==> src/rtl/qpu_pwr_pkg.sv <==
// Shared definitions for the QPU power sequencer: FSM encodings, counter width
// and the legal ranges of the timing parameters.
package qpu_pwr_pkg;

  typedef enum logic [1:0] {
    ST_RUN   = 2'd0,
    ST_DRAIN = 2'd1,
    ST_SLEEP = 2'd2,
    ST_WAKE  = 2'd3
  } seq_state_e;

  localparam int CNT_W = 4;

  localparam int HOLD_CYC_MIN = 0;
  localparam int HOLD_CYC_MAX = 15;
  localparam int WAKE_DLY_MIN = 1;
  localparam int WAKE_DLY_MAX = 15;

endpackage

==> src/rtl/qpu_act_hold.sv <==
// Single-unit idle hysteresis: keeps the activity indication high for HOLD_CYC
// cycles after the raw signal falls, with zero latency on the rising edge.
module qpu_act_hold
  import qpu_pwr_pkg::*;
#(
  parameter int HOLD_CYC = 4
) (
  input  logic clk,
  input  logic rst_n,
  input  logic active_i,
  output logic active_h_o
);

  if ((HOLD_CYC < HOLD_CYC_MIN) || (HOLD_CYC > HOLD_CYC_MAX)) begin : g_bad_hold
    $error("qpu_act_hold: HOLD_CYC out of range");
  end

  localparam logic [CNT_W-1:0] HOLD_LD = CNT_W'(HOLD_CYC);

  logic [CNT_W-1:0] cnt_q, cnt_d;

  always_comb begin
    cnt_d = cnt_q;
    if (active_i) begin
      cnt_d = HOLD_LD;
    end else if (cnt_q != '0) begin
      cnt_d = cnt_q - 1'b1;
    end
  end

  always_ff @(posedge clk or negedge rst_n) begin
    if (!rst_n) begin
      cnt_q <= '0;
    end else begin
      cnt_q <= cnt_d;
    end
  end

  assign active_h_o = active_i | (cnt_q != '0);

endmodule

==> src/rtl/qpu_sleep_seq.sv <==
// WFI sleep/wake sequencer feeding the core clock-gating controller, plus
// per-unit activity hysteresis for the unit clock gates.
module qpu_sleep_seq
  import qpu_pwr_pkg::*;
#(
  parameter int HOLD_CYC = 4,
  parameter int WAKE_DLY = 2
) (
  input  logic       clk,
  input  logic       rst_n,
  input  logic       wfi_req,
  output logic       wfi_ack,
  input  logic       irq_pending,
  input  logic       dbg_req,
  input  logic       ifu_active,
  input  logic       exu_active,
  input  logic       lsu_active,
  input  logic       biu_active,
  output logic       ifu_active_h,
  output logic       exu_active_h,
  output logic       lsu_active_h,
  output logic       biu_active_h,
  output logic       core_wfi,
  output logic       wake_pulse,
  output logic [1:0] seq_state
);

  if ((WAKE_DLY < WAKE_DLY_MIN) || (WAKE_DLY > WAKE_DLY_MAX)) begin : g_bad_wake
    $error("qpu_sleep_seq: WAKE_DLY out of range");
  end

  localparam logic [CNT_W-1:0] WAKE_LD = CNT_W'(WAKE_DLY);

  logic [3:0] act_raw;
  logic [3:0] act_hold;

  assign act_raw = {biu_active, lsu_active, exu_active, ifu_active};

  for (genvar gi = 0; gi < 4; gi++) begin : g_hold
    qpu_act_hold #(
      .HOLD_CYC (HOLD_CYC)
    ) u_hold (
      .clk        (clk),
      .rst_n      (rst_n),
      .active_i   (act_raw[gi]),
      .active_h_o (act_hold[gi])
    );
  end

  assign ifu_active_h = act_hold[0];
  assign exu_active_h = act_hold[1];
  assign lsu_active_h = act_hold[2];
  assign biu_active_h = act_hold[3];

  seq_state_e       state_q, state_d;
  logic [CNT_W-1:0] wcnt_q, wcnt_d;
  logic             ack_q, ack_d;
  logic             wp_q, wp_d;
  logic             wfi_q, wfi_d;
  logic             wake;

  assign wake = irq_pending | dbg_req;

  always_comb begin
    state_d = state_q;
    wcnt_d  = wcnt_q;
    ack_d   = 1'b0;
    wp_d    = 1'b0;
    unique case (state_q)
      // A request still visible during its own ack cycle is the retiring one.
      ST_RUN: begin
        if (wfi_req && !ack_q) begin
          if (wake) ack_d = 1'b1;
          else      state_d = ST_DRAIN;
        end
      end
      ST_DRAIN: begin
        if (wake) begin
          state_d = ST_RUN;
          ack_d   = 1'b1;
        end else if (!wfi_req) begin
          state_d = ST_RUN;
        end else if (!lsu_active && !biu_active) begin
          state_d = ST_SLEEP;
        end
      end
      ST_SLEEP: begin
        if (wake) begin
          state_d = ST_WAKE;
          wcnt_d  = WAKE_LD;
        end
      end
      ST_WAKE: begin
        wcnt_d = wcnt_q - 1'b1;
        if (wcnt_q == CNT_W'(1)) begin
          state_d = ST_RUN;
          ack_d   = 1'b1;
          wp_d    = 1'b1;
        end
      end
      default: state_d = ST_RUN;
    endcase
    wfi_d = (state_d == ST_SLEEP);
  end

  always_ff @(posedge clk or negedge rst_n) begin
    if (!rst_n) begin
      state_q <= ST_RUN;
      wcnt_q  <= '0;
      ack_q   <= 1'b0;
      wp_q    <= 1'b0;
      wfi_q   <= 1'b0;
    end else begin
      state_q <= state_d;
      wcnt_q  <= wcnt_d;
      ack_q   <= ack_d;
      wp_q    <= wp_d;
      wfi_q   <= wfi_d;
    end
  end

  assign wfi_ack    = ack_q;
  assign wake_pulse = wp_q;
  assign core_wfi   = wfi_q;
  assign seq_state  = state_q;

endmodule

==> config.mk <==
export PLATFORM = sky130hd
export DESIGN_NAME = qpu_sleep_seq
export DESIGN_NICKNAME = d
export VERILOG_FILES = /design/src/rtl/qpu_pwr_pkg.sv /design/src/rtl/qpu_act_hold.sv /design/src/rtl/qpu_sleep_seq.sv
export SDC_FILE = /design/constraint.sdc
export NUM_CORES = 1
export LEC_CHECK = 0
export BUFFER_PORTS_ARGS = -buffer_cell sky130_fd_sc_hd__clkbuf_2
export CAP_MARGIN = 10
export CORE_AREA = 4 4 51 53
export CTS_BUF_LIST = sky130_fd_sc_hd__clkbuf_4 sky130_fd_sc_hd__clkbuf_8
export DETAILED_ROUTE_END_ITERATION = 8
export DIE_AREA = 0 0 55 57
export GPL_TIMING_DRIVEN = 0
export PLACE_DENSITY = 0.92
export RECOVER_POWER = 50
export SYNTH_ARGS = -nofsm -noshare
export SYNTH_HDL_FRONTEND = slang
export SYNTH_SLANG_ARGS = --single-unit
==> constraint.sdc <==
create_clock -name clk -period 3.3 [get_ports clk]
set_input_delay 0 -clock clk [delete_from_list [all_inputs] [get_ports clk]]
set_output_delay 0 -clock clk [all_outputs]
set_load 0.02 [all_outputs]
**Word level (Yosys, flattened, before mapping)**

Index checks and enable logic that the tools add are counted.

- Bits in registers: 25
- Output and inout bits: 9
- Logic and storage cells: 64

- $add $sub $neg: 5
- Equal/unequal tests: 6
- Muxes and demuxes: 23
- Bitwise operators: 5
- Reduce and logical (&&, ||, !) cells: 16

Operator list:

| kind | number |
|---|---|
| $mux 4 | 9 |
| $sub 4x1->4 const B | 5 |
| $reduce_bool 4->1 | 4 |
| $mux 2 | 7 |
| $reduce_bool 2->1 | 5 |
| $pmux 2 s4 | 1 |
| $pmux 4 s2 | 1 |
| $eq 2x2->1 const B | 3 |
| $or 1x1->1 | 5 |
| $eq 4x1->1 const B | 1 |
| $mux 1 | 4 |
| $logic_not 1->1 | 3 |
| $pmux 1 s3 | 1 |
| $eq 2x1->1 const B | 1 |
| $logic_and 1x1->1 | 2 |
| $logic_not 2->1 | 1 |
| $ne 2x2->1 const B | 1 |
| $reduce_and 2->1 | 1 |

**Depth between registers and ports, before layout**

Gate-level depths: netlist (run 1).

- Word-level depth: 7
- Depth in mapped cells: 6
- Mapped depth without buffers: 6

**Hierarchy**

From an unflattened synthesis (run 1), not the netlist that was laid out.

- Cells, all modules: 141
- Area total of the unflattened synthesis: 1498.9 um^2

By module, submodules not included:

| module | instances | cells each | area each (um^2) | sequential area each (um^2) |
|---|---|---|---|---|
| qpu_act_hold | 4 | 24 | 255.2 | 100.1 |
| qpu_sleep_seq | 1 | 45 | 478.0 | 225.2 |

**Worst setup path after synthesis (run 1)**

No wires, ideal clock.

- Path type: register -> register
- From: reg g_hold[1].u_hold.cnt_q[0]
- To: reg g_hold[1].u_hold.cnt_q[0]
- Setup time: 84 ps
- Arrival: 1360 ps
- Required time: 3216 ps
- Slack: 1855 ps
- Stages on the path, launching flop included: 6
- Path buffers: 0
- Path through: dfrtp_1 inv_1 ha_1 nor4b_1 inv_1 o21ai_0

- Longest elaborated chain between the ends: 3
- Elaborated cells on any way between the ends: 5
- Those cells by class: 1 x add/sub; 2 x mux; 2 x reduce/logical

Ends and longest elaborated chain:

| item | line | RTL |
|---|---|---|
| start: declaration | qpu_act_hold.sv:20 | `logic [CNT_W-1:0] cnt_q, cnt_d;` |
| start signal: assignment | qpu_act_hold.sv:35 | `cnt_q <= cnt_d;` |
| $sub 4x1->4 | qpu_act_hold.sv:27 | `cnt_d = cnt_q - 1'b1;` |
| $mux 4 | qpu_act_hold.sv:26 | `end else if (cnt_q != '0) begin` |
| $mux 4 | qpu_act_hold.sv:24 | `if (active_i) begin` |

Parallel ways exist; a longest one is shown, timed or not. The select of a mux whose other input is x is not followed.
A chain may end at the register's enable or synchronous reset.

**Final worst setup path (run 1)**

- From: reg g_hold[1].u_hold.cnt_q[0]
- To: out exu_active_h

- Longest elaborated chain between the ends: 2

Ends and longest elaborated chain:

| item | line | RTL |
|---|---|---|
| $reduce_bool 4->1 | qpu_act_hold.sv:39 | `assign active_h_o = active_i \| (cnt_q != '0);` |
| $or 1x1->1 | qpu_act_hold.sv:39 |  |
| end: declaration | qpu_sleep_seq.sv:20 | `output logic exu_active_h,` |

Every way passes these cells.

==> run metrics, run 1 <==
outcome completed; overall die width 55 um; static leakage 0.6935 nW; Critical Path RT 3.30 ns; RSZ-0062 raised after global routing false; HP Class input pin to flop; sequential share of the synthesized area 47.57%; initial antenna violation count 0; worst slack at placement 1.704 ns; share of cells above drive strength 1 13.92%; setup ws final 1.457 ns; vias per cell 5.484; die area 3135 um^2; worst setup path end exu_active_h; max_cap viols 0; max-slew violations 0; dpl cells 177; Row Count 17; Layout Nets 178; clk_lat worst skew 0.31 ns; Cells after Synth 132; final worst path period share 55.86%; DRT antenna net count 0; Overall Global Routing Usage 19.32%; 1st-iter DRT viols 21; core area 2148 um^2; GP Congestion 0.7168; die height 57 um; WL final 2616 um; dpl hpwl 1947 um; ys async rst share 100.0%; Critical path origin g_hold[1].u_hold.cnt_q[0]; Max IR drop VDD 0.0003945 V; Starting Density 61.21%; final setup vio count 0; pin count of the biggest net entering global routing 26; fmax 542.4 MHz; number of unique standard cell types used by synthesis 30; Most used DFF post-synth dfrtp_1; Post-synth EDFFs 0; mean post-synth cell area 9.962 um^2; top-level port count 18; Design Power 0.001237 W; CTS sink count 25; first-pass GRT wire length 4512 um; reg2reg end core_wfi; area delta synth->final 14.75%; CTS clk-pin slew, worst paths 0.13 ns; Slew headroom 11.73%; CTS Buf Count 3; H-tree Lvls 1; commonest non-fill, non-tap cells in the layout dfrtp_1, inv_1, nor2_1, clkbuf_2, ha_1; Slew @ Worst Pin 1.324 ns; post-route insts no fill 186; Mapped Nets 151; CP max FO 4; RR Startpoint wcnt_q[1]; CP Launch Type flop; port buffer count 17; Mapped Area 1315 um^2; Critical Path AT 1.84 ns; wire length per cell 14.06 um; Fin Setup TNS 0 ns; Vias 1,020; Yosys reg bits 25; Crit Path Class flop to output port; Worst Skew 0.008388 ns; iteration count of the initial detailed-routing pass 4; Yosys warnings 0; R2R setup slack 1.68 ns; Worst R2R Path Depth 5; post-CTS setup buffers 0; CTS tree done; vias in the first global route 1,029; total grt overflow 0; pwr dens 819.7 nW/um^2; Root Driver clkbuf_4; Max clock buf depth 2; most common cell after layout, fill and taps aside dfrtp_1; DRC viols 0; minimum clock period after layout 1.843 ns; ANT cells 0; Crit. End Element output port; Hold Fails Final Rpt 0
==> registers in the layout (all words and copies together) (netlist names) <==
register and cells:
wake_pulse 1, core_wfi 1, seq_state 2, g_hold.u_hold.cnt_q 16
wcnt_q 4, wfi_ack 1
==> metal layers <==
| metal | global-route usage, % | routed length (um) | vias up |
|---|---|---|---|
| li1 | - | - | 511 |
| met1 | 25.56 | 1105 | 479 |
| met2 | 32.43 | 1343 | 24 |
| met3 | 3.394 | 115 | 6 |
| met4 | 4.514 | 51 | 0 |
| met5 | 0 | 0 | - |
==> cells in the mapped netlist (all sizes together), types with 3 or more instances <==
master  count  area share (%)
o21ai       9             3.4
ha         10             9.5
nor2b       6             2.9
dfrtp      25              48
inv        16             4.6
nand2b      3             1.4
a21oi       7             2.7
nor3        5             2.3
nand2       3            0.86
or3         8             3.8
o31ai       3             1.7
nor2       14             4.0
==> where the power goes <==
part | switching [W] | internal, W
sequential | 0.0000845 | 0.000419
clock | 0.0000828 | 0.0000553
combinational | 0.000350 | 0.000245
==> stage by stage <==
stage	util, %	hold slack (ns)	area (um^2)
global route	70.24	0.1459	1509
detailed placement	66.80	0.03711	1435
global placement	66.80	0.03403	1435
CTS	70.53	0.08874	1515
floorplan	-	-0.2956	1315
finish	70.24	0.1028	1509
==> worst min path at each step <==
stage                     start                   endpoint  slack [ns]  cells past startpoint
floorplan                 rst_n                   core_wfi       -0.30                      0
global placement          rst_n  g_hold[1].u_hold.cnt_q[3]        0.03                      1
detailed placement        rst_n  g_hold[1].u_hold.cnt_q[3]        0.04                      1
CTS                 irq_pending                  wcnt_q[0]        0.09                      4
global route            wfi_req                    wfi_ack        0.15                      3
finish              irq_pending                  wcnt_q[0]        0.10                      4
==> layout make-up <==
cell class / count / area, um^2
timing repair buffer: 22 / 128.9
fill: 173 / 639.4
buffer: 2 / 16.27
sequential: 25 / 625.6
inverter: 16 / 60.06
clock buffer: 4 / 30.03
multi-input combinational: 89 / 613.1
tap: 28 / 35.03
==> worst max-delay path, cell delays in order (launching register included) <==
cell and delay, ns:
dfrtp_1 0.42, inv_1 0.11, ha_1 0.18, nor4b_1 0.48, inv_1 0.16, clkbuf_2 0.19
==> logic make-up after synthesis <==
family | count (synthesis) | synth area share, %
XOR/XNOR | 4 | 2.665
flip-flops | 25 | 47.57
AO/OA/AOI/OAI | 28 | 14.46
AND/OR/NAND/NOR | 47 | 19.98
buffers and inverters | 18 | 5.804
adder cells (fa/ha/maj) | 10 | 9.515
==> timing repair <==
action / CTS / global route
hold buffers: 5 / 0
hold endpoints to repair: 37 / 0
resized for setup: 0 / 0
No activity file was read; power rests on OpenSTA's default activity.
==> run 2, diff against run 1 <==
--- a/config.mk
+++ b/config.mk
@@ -7,12 +7,12 @@
 export LEC_CHECK = 0
 export BUFFER_PORTS_ARGS = -buffer_cell sky130_fd_sc_hd__clkbuf_2
 export CAP_MARGIN = 10
-export CORE_AREA = 4 4 51 53
+export CORE_AREA = 4 4 53 55
 export CTS_BUF_LIST = sky130_fd_sc_hd__clkbuf_4 sky130_fd_sc_hd__clkbuf_8
 export DETAILED_ROUTE_END_ITERATION = 8
-export DIE_AREA = 0 0 55 57
+export DIE_AREA = 0 0 57 59
 export GPL_TIMING_DRIVEN = 0
-export PLACE_DENSITY = 0.92
+export PLACE_DENSITY = 0.86
 export RECOVER_POWER = 50
 export SYNTH_ARGS = -nofsm -noshare
 export SYNTH_HDL_FRONTEND = slang
==> constraint.sdc (replaced) <==
create_clock -name clk -period 1.7 [get_ports clk]
set_input_delay 0 -clock clk [delete_from_list [all_inputs] [get_ports clk]]
set_output_delay 0 -clock clk [all_outputs]
set_load 0.02 [all_outputs]
==> run 2 against run 1 <==
Effect of this change: final area grew 2.7%; via count fell by 0.59%; power grew 97%; worst hold slack worse by 0.031 ns; register-to-register slack got worse by 1.5 ns; sequential power is 97% higher; wire length is 7.4% lower; global-route usage decreased by 3.2 points; clock skew fell by 0.0033 ns; first-iteration DRC count down 19%; non-clock buffer count unchanged; critical path depth did not move; critical path type unchanged; critical endpoint is now ifu_active_h.
==> run metrics, run 2 (synthesis gave the netlist of run 1 again) <==
CP max FO 4; DRT antenna net count 0; max_cap viols 0; most common cell after layout, fill and taps aside dfrtp_1; CP Launch Type flop; pwr dens 1575 nW/um^2; Critical Path RT 1.70 ns; max-slew violations 0; RSZ-0062 raised after global routing false; die height 59 um; Vias 1,014; CTS Buf Count 3; hold slack 0.07171 ns; H-tree Lvls 1; CTS clk-pin slew, worst paths 0.13 ns; multi-input combinational cell area 650.6 um^2; Root Driver clkbuf_4; overall die width 57 um; port buffer count 17; static leakage 0.7068 nW; total grt overflow 0; area delta synth->final 17.89%; register area 625.6 um^2; Largest register FFs 16; initial antenna violation count 0; worst slack at placement 0.09930 ns; Crit. End Element output port; Routed met1 length 1116 um; top-level port count 18; Row Count 18; Max clock buf depth 2; Layout Nets 178; RR Startpoint wcnt_q[1]; largest reg by FF count g_hold.u_hold.cnt_q; first-pass GRT wire length 4250 um; delay-heaviest family, CP flip-flops; post-CTS setup buffers 0; Overall Global Routing Usage 16.08%; setup ws final 0.1195 ns; commonest non-fill, non-tap cells in the layout dfrtp_1, inv_1, nor2_1, clkbuf_2, ha_1; ANT cells 0; clk_lat worst skew 0.31 ns; Slew headroom 16.27%; CP max stage cell dfrtp_1; DRC viols 0; Final Cell Area 1550 um^2; Met3 Wirelength 108 um; Starting Density 55.08%; GP Congestion 0.8616; fin util 64.94%; R2R setup slack 0.15 ns; share of cells above drive strength 1 19.62%; Hold Fails Final Rpt 0; CP most frequent cell inv_1; Critical path origin g_hold[0].u_hold.cnt_q[0]; die area 3363 um^2; fmax 632.7 MHz; Fin Setup TNS 0 ns; minimum clock period after layout 1.581 ns; dpl hpwl 1850 um; vias per cell 5.394; CTS tree done; crit-path cells inv_1, ha_1, nor4b_4, inv_1, clkbuf_2; 1st-iter DRT viols 17; Crit Path Class flop to output port; core area 2387 um^2; vias in the first global route 1,006; top routing layer in use met4; Placed Area 1438 um^2; pin count of the biggest net entering global routing 26; crit-path max cell delay 0.41 ns; final worst path period share 92.97%; WL final 2422 um; iteration count of the initial detailed-routing pass 4; Critical Path AT 1.58 ns; HP Start wfi_req; final setup vio count 0; HP Class input pin to flop; Buf/Inv on CP 3; Worst Skew 0.005126 ns; DR WL met2 1159 um; outcome completed; Slew @ Worst Pin 1.256 ns; fill cell count 203; CTS sink count 25; wire length per cell 12.88 um; Max IR drop VDD 0.001013 V
-- run 2: cell types whose count changed in the layout (fill, tap and decap cells not counted) --
cell	previous run	this run
and2b_1	2	0
and2b_2	0	2
buf_2	1	2
clkbuf_1	5	4
inv_1	16	14
inv_2	0	2
nor2b_1	6	4
nor2b_2	0	2
nor4b_1	2	0
nor4b_4	0	2
-- run 2: metal layers --
metal  GRT usage [%]  vias up
met3           3.486        5
met2           26.59       23
met4           7.616        0
li1                -      505
met5               0        -
met1           20.20      481
-- run 2: layout make-up --
class                           count  area share [%]
Buffer                              2           1.049
Clock buffer                        4           1.937
Inverter                           16           3.874
Multi-Input combinational cell     89           41.97
Sequential cell                    25           40.36
Tap cell                           30           2.421
Timing Repair Buffer               22           8.394
-- run 2: path summary, 6_finish.rpt --
check	endpoint	cells past startpoint
min in group asynchronous	g_hold[1].u_hold.cnt_q[3]	2
hold / removal	wfi_ack	3
hold reg to reg	wcnt_q[3]	1
setup reg to reg	seq_state[1]	5
max in group asynchronous	g_hold[3].u_hold.cnt_q[2]	2
setup / recovery	ifu_active_h	5
-- run 2: through the flow --
stage | instances | total power, W
6_report | 188 | 0.002442
3_5_place_dp | 179 | 0.002119
4_1_cts | 188 | 0.002414
2_1_floorplan | 132 | 0.001813
5_1_grt | 188 | 0.002665
3_3_place_gp | 179 | 0.002024
-- run 2: report_power, final --
group,switching (W),total (W),internal (W)
clock,0.000166,0.000274,0.000108
combinational,0.000664,0.00118,0.000512
sequential,0.000178,0.000992,0.000814
total,0.00101,0.00244,0.00143
-- run 2: timing repair --
item | in CTS | in global routing
gates cloned | 0 | 0
setup endpoints to repair | 2 | 4
hold buffers | 5 | 0
hold endpoints to repair | 37 | 0
gates resized for setup | 2 | 9
-- run 2: worst reg2reg max path: cells and delay by family, from the launching register on --
family                   cells  cell delay [ns]
AND/OR/NAND/NOR              3             0.78
adder cells (fa/ha/maj)      1             0.14
flip-flops                   1             0.42
buffers and inverters        1             0.11
==> run 3, diff against run 2 <==
--- a/config.mk
+++ b/config.mk
@@ -14,6 +14,7 @@
 export GPL_TIMING_DRIVEN = 0
 export PLACE_DENSITY = 0.86
 export RECOVER_POWER = 50
+export REMOVE_ABC_BUFFERS = 1
 export SYNTH_ARGS = -nofsm -noshare
 export SYNTH_HDL_FRONTEND = slang
 export SYNTH_SLANG_ARGS = --single-unit
==> run 3 against run 2 <==
Effect of this change: fmax is 0.76% higher; power down 2.8%; critical path type is now flop to flop; wire length is 4.8% lower; critical path depth unchanged; sequential share of layout area rose by 0.33 points; final cell count is 1.1% lower; clock skew increased by 0.0032 ns; core utilization is 0.52 points lower; via count decreased by 1.3%; sequential power up 5%; first-iteration DRC count is 53% higher; register-to-register slack got worse by 0.02 ns.
==> run metrics, run 3 (synthesis gave the netlist of run 1 again) <==
outcome completed; Buf/Inv on CP 1; crit-path max cell delay 0.48 ns; clk_lat worst skew 0.32 ns; ANT cells 0; CTS tree done; Starting Density 55.08%; initial antenna violation count 0; share of cells above drive strength 1 17.95%; overall die width 57 um; crit-path cells inv_1, ha_1, or3b_2, nor2_1, nor2_1; H-tree Lvls 1; Design Power 0.002374 W; CP max stage cell or3b_2; DRC viols 0; RSZ-0062 raised after global routing false; port buffer count 17; CP most frequent cell nor2_1; Placed Area 1421 um^2; iteration count of the initial detailed-routing pass 4; pin count of the biggest net entering global routing 26; CP max FO 3; Final Cell Area 1538 um^2; HP Class input pin to flop; Overall Global Routing Usage 15.38%; most common cell after layout, fill and taps aside dfrtp_1; Critical Path RT 1.91 ns; CTS sink count 25; Crit Path Class flop to flop; CTS clk-pin slew, worst paths 0.13 ns; delay-heaviest family, CP simple AND/OR/NAND/NOR gates; area delta synth->final 16.94%; max_cap viols 0; Hold Fails Final Rpt 0; Slew @ Worst Pin 1.257 ns; dpl hpwl 1688 um; wire length per cell 12.39 um; Vias 1,001; vias per cell 5.382; 1st-iter DRT viols 26; Max clock buf depth 2; DRT antenna net count 0; die area 3363 um^2; dpl cells 177; first-pass GRT wire length 4084 um; die height 59 um; Row Count 18; Max IR drop VDD 0.0009186 V; largest reg by FF count g_hold.u_hold.cnt_q; fmax 637.5 MHz; final worst path period share 92.27%; total grt overflow 0; Worst Skew 0.008292 ns; top-level port count 18; Crit. End Element flop; post-route insts no fill 186; max-slew violations 0; CP Launch Type flop; commonest non-fill, non-tap cells in the layout dfrtp_1, inv_1, nor2_1, clkbuf_2, ha_1; CTS Buf Count 3; post-CTS setup buffers 0; vias in the first global route 966; GP Congestion 0.8269; Slew headroom 16.18%; WL final 2305 um; static leakage 0.6941 nW; Critical Path AT 1.78 ns; core area 2387 um^2; Fin Setup TNS 0 ns; final setup vio count 0; Largest register FFs 16; minimum clock period after layout 1.569 ns; fill cell count 198; Root Driver clkbuf_4; pwr dens 1544 nW/um^2; Layout Nets 176
## run 3: cell count changes in the layout (fill, tap and decap cells not counted), sizes merged
cell / delta
buf: -2
clkbuf: -1
clkinvlp: +1
## run 3: cell type report
type | count | area, um^2 | area share (%)
Clock inverter | 1 | 7.507 | 0.4882
Tap cell | 30 | 37.54 | 2.441
Sequential cell | 25 | 625.6 | 40.68
Timing Repair Buffer | 22 | 136.4 | 8.869
Clock buffer | 3 | 22.52 | 1.465
Inverter | 16 | 60.06 | 3.906
Multi-Input combinational cell | 89 | 648.1 | 42.15
## run 3: power breakdown
group | total (W) | switching [W] | internal, W
Combinational | 0.00106 | 0.000582 | 0.000479
Clock | 0.000272 | 0.000182 | 0.0000899
Sequential | 0.00104 | 0.000228 | 0.000813
## run 3: worst paths after layout
| check | startpoint | to | slack [ns] | cells after the start |
|---|---|---|---|---|
| max | wcnt_q[1] | seq_state[1] | 0.13 | 5 |
| max in group asynchronous | rst_n | wcnt_q[3] | 0.51 | 2 |
| min reg2reg | wcnt_q[3] | wcnt_q[3] | 0.51 | 1 |
| min | wfi_req | wfi_ack | 0.07 | 3 |
| min in group asynchronous | rst_n | g_hold[2].u_hold.cnt_q[2] | 0.45 | 2 |
| max reg2reg | wcnt_q[1] | seq_state[1] | 0.13 | 5 |
## run 3: timing repair
action | in CTS | in global routing
hold endpoints to repair | 37 | 0
setup endpoints to repair | 2 | 4
hold buffers | 5 | 0
gates resized for setup | 2 | 10
## run 3: worst register-to-register path, delay by kind of cell (launching register included)
kind | cells | cell delay [ns]
flip-flops | 1 | 0.41
AND/OR/NAND/NOR | 3 | 0.81
buffers and inverters | 1 | 0.10
adder cells (fa/ha/maj) | 1 | 0.14
## run 3: stage by stage
stage          setup slack (ns)  hold WS (ns)  util [%]
3_3_place_gp             0.2032       0.02827     59.54
5_1_grt               0.0001175       0.06735     64.41
6_report                 0.1314       0.06909     64.41
3_5_place_dp             0.1492       0.03400     59.54
4_1_cts                 0.05089       0.05416     63.42
2_1_floorplan            0.2553       -0.2956         -
## run 3: metal layers
| metal | GRT usage (%) | routed length (um) |
|---|---|---|
| met2 | 26.26 | 1106 |
| met5 | 0 | 0 |
| met1 | 19.63 | 1071 |
| met4 | 3.974 | 21 |
| met3 | 3.922 | 105 |
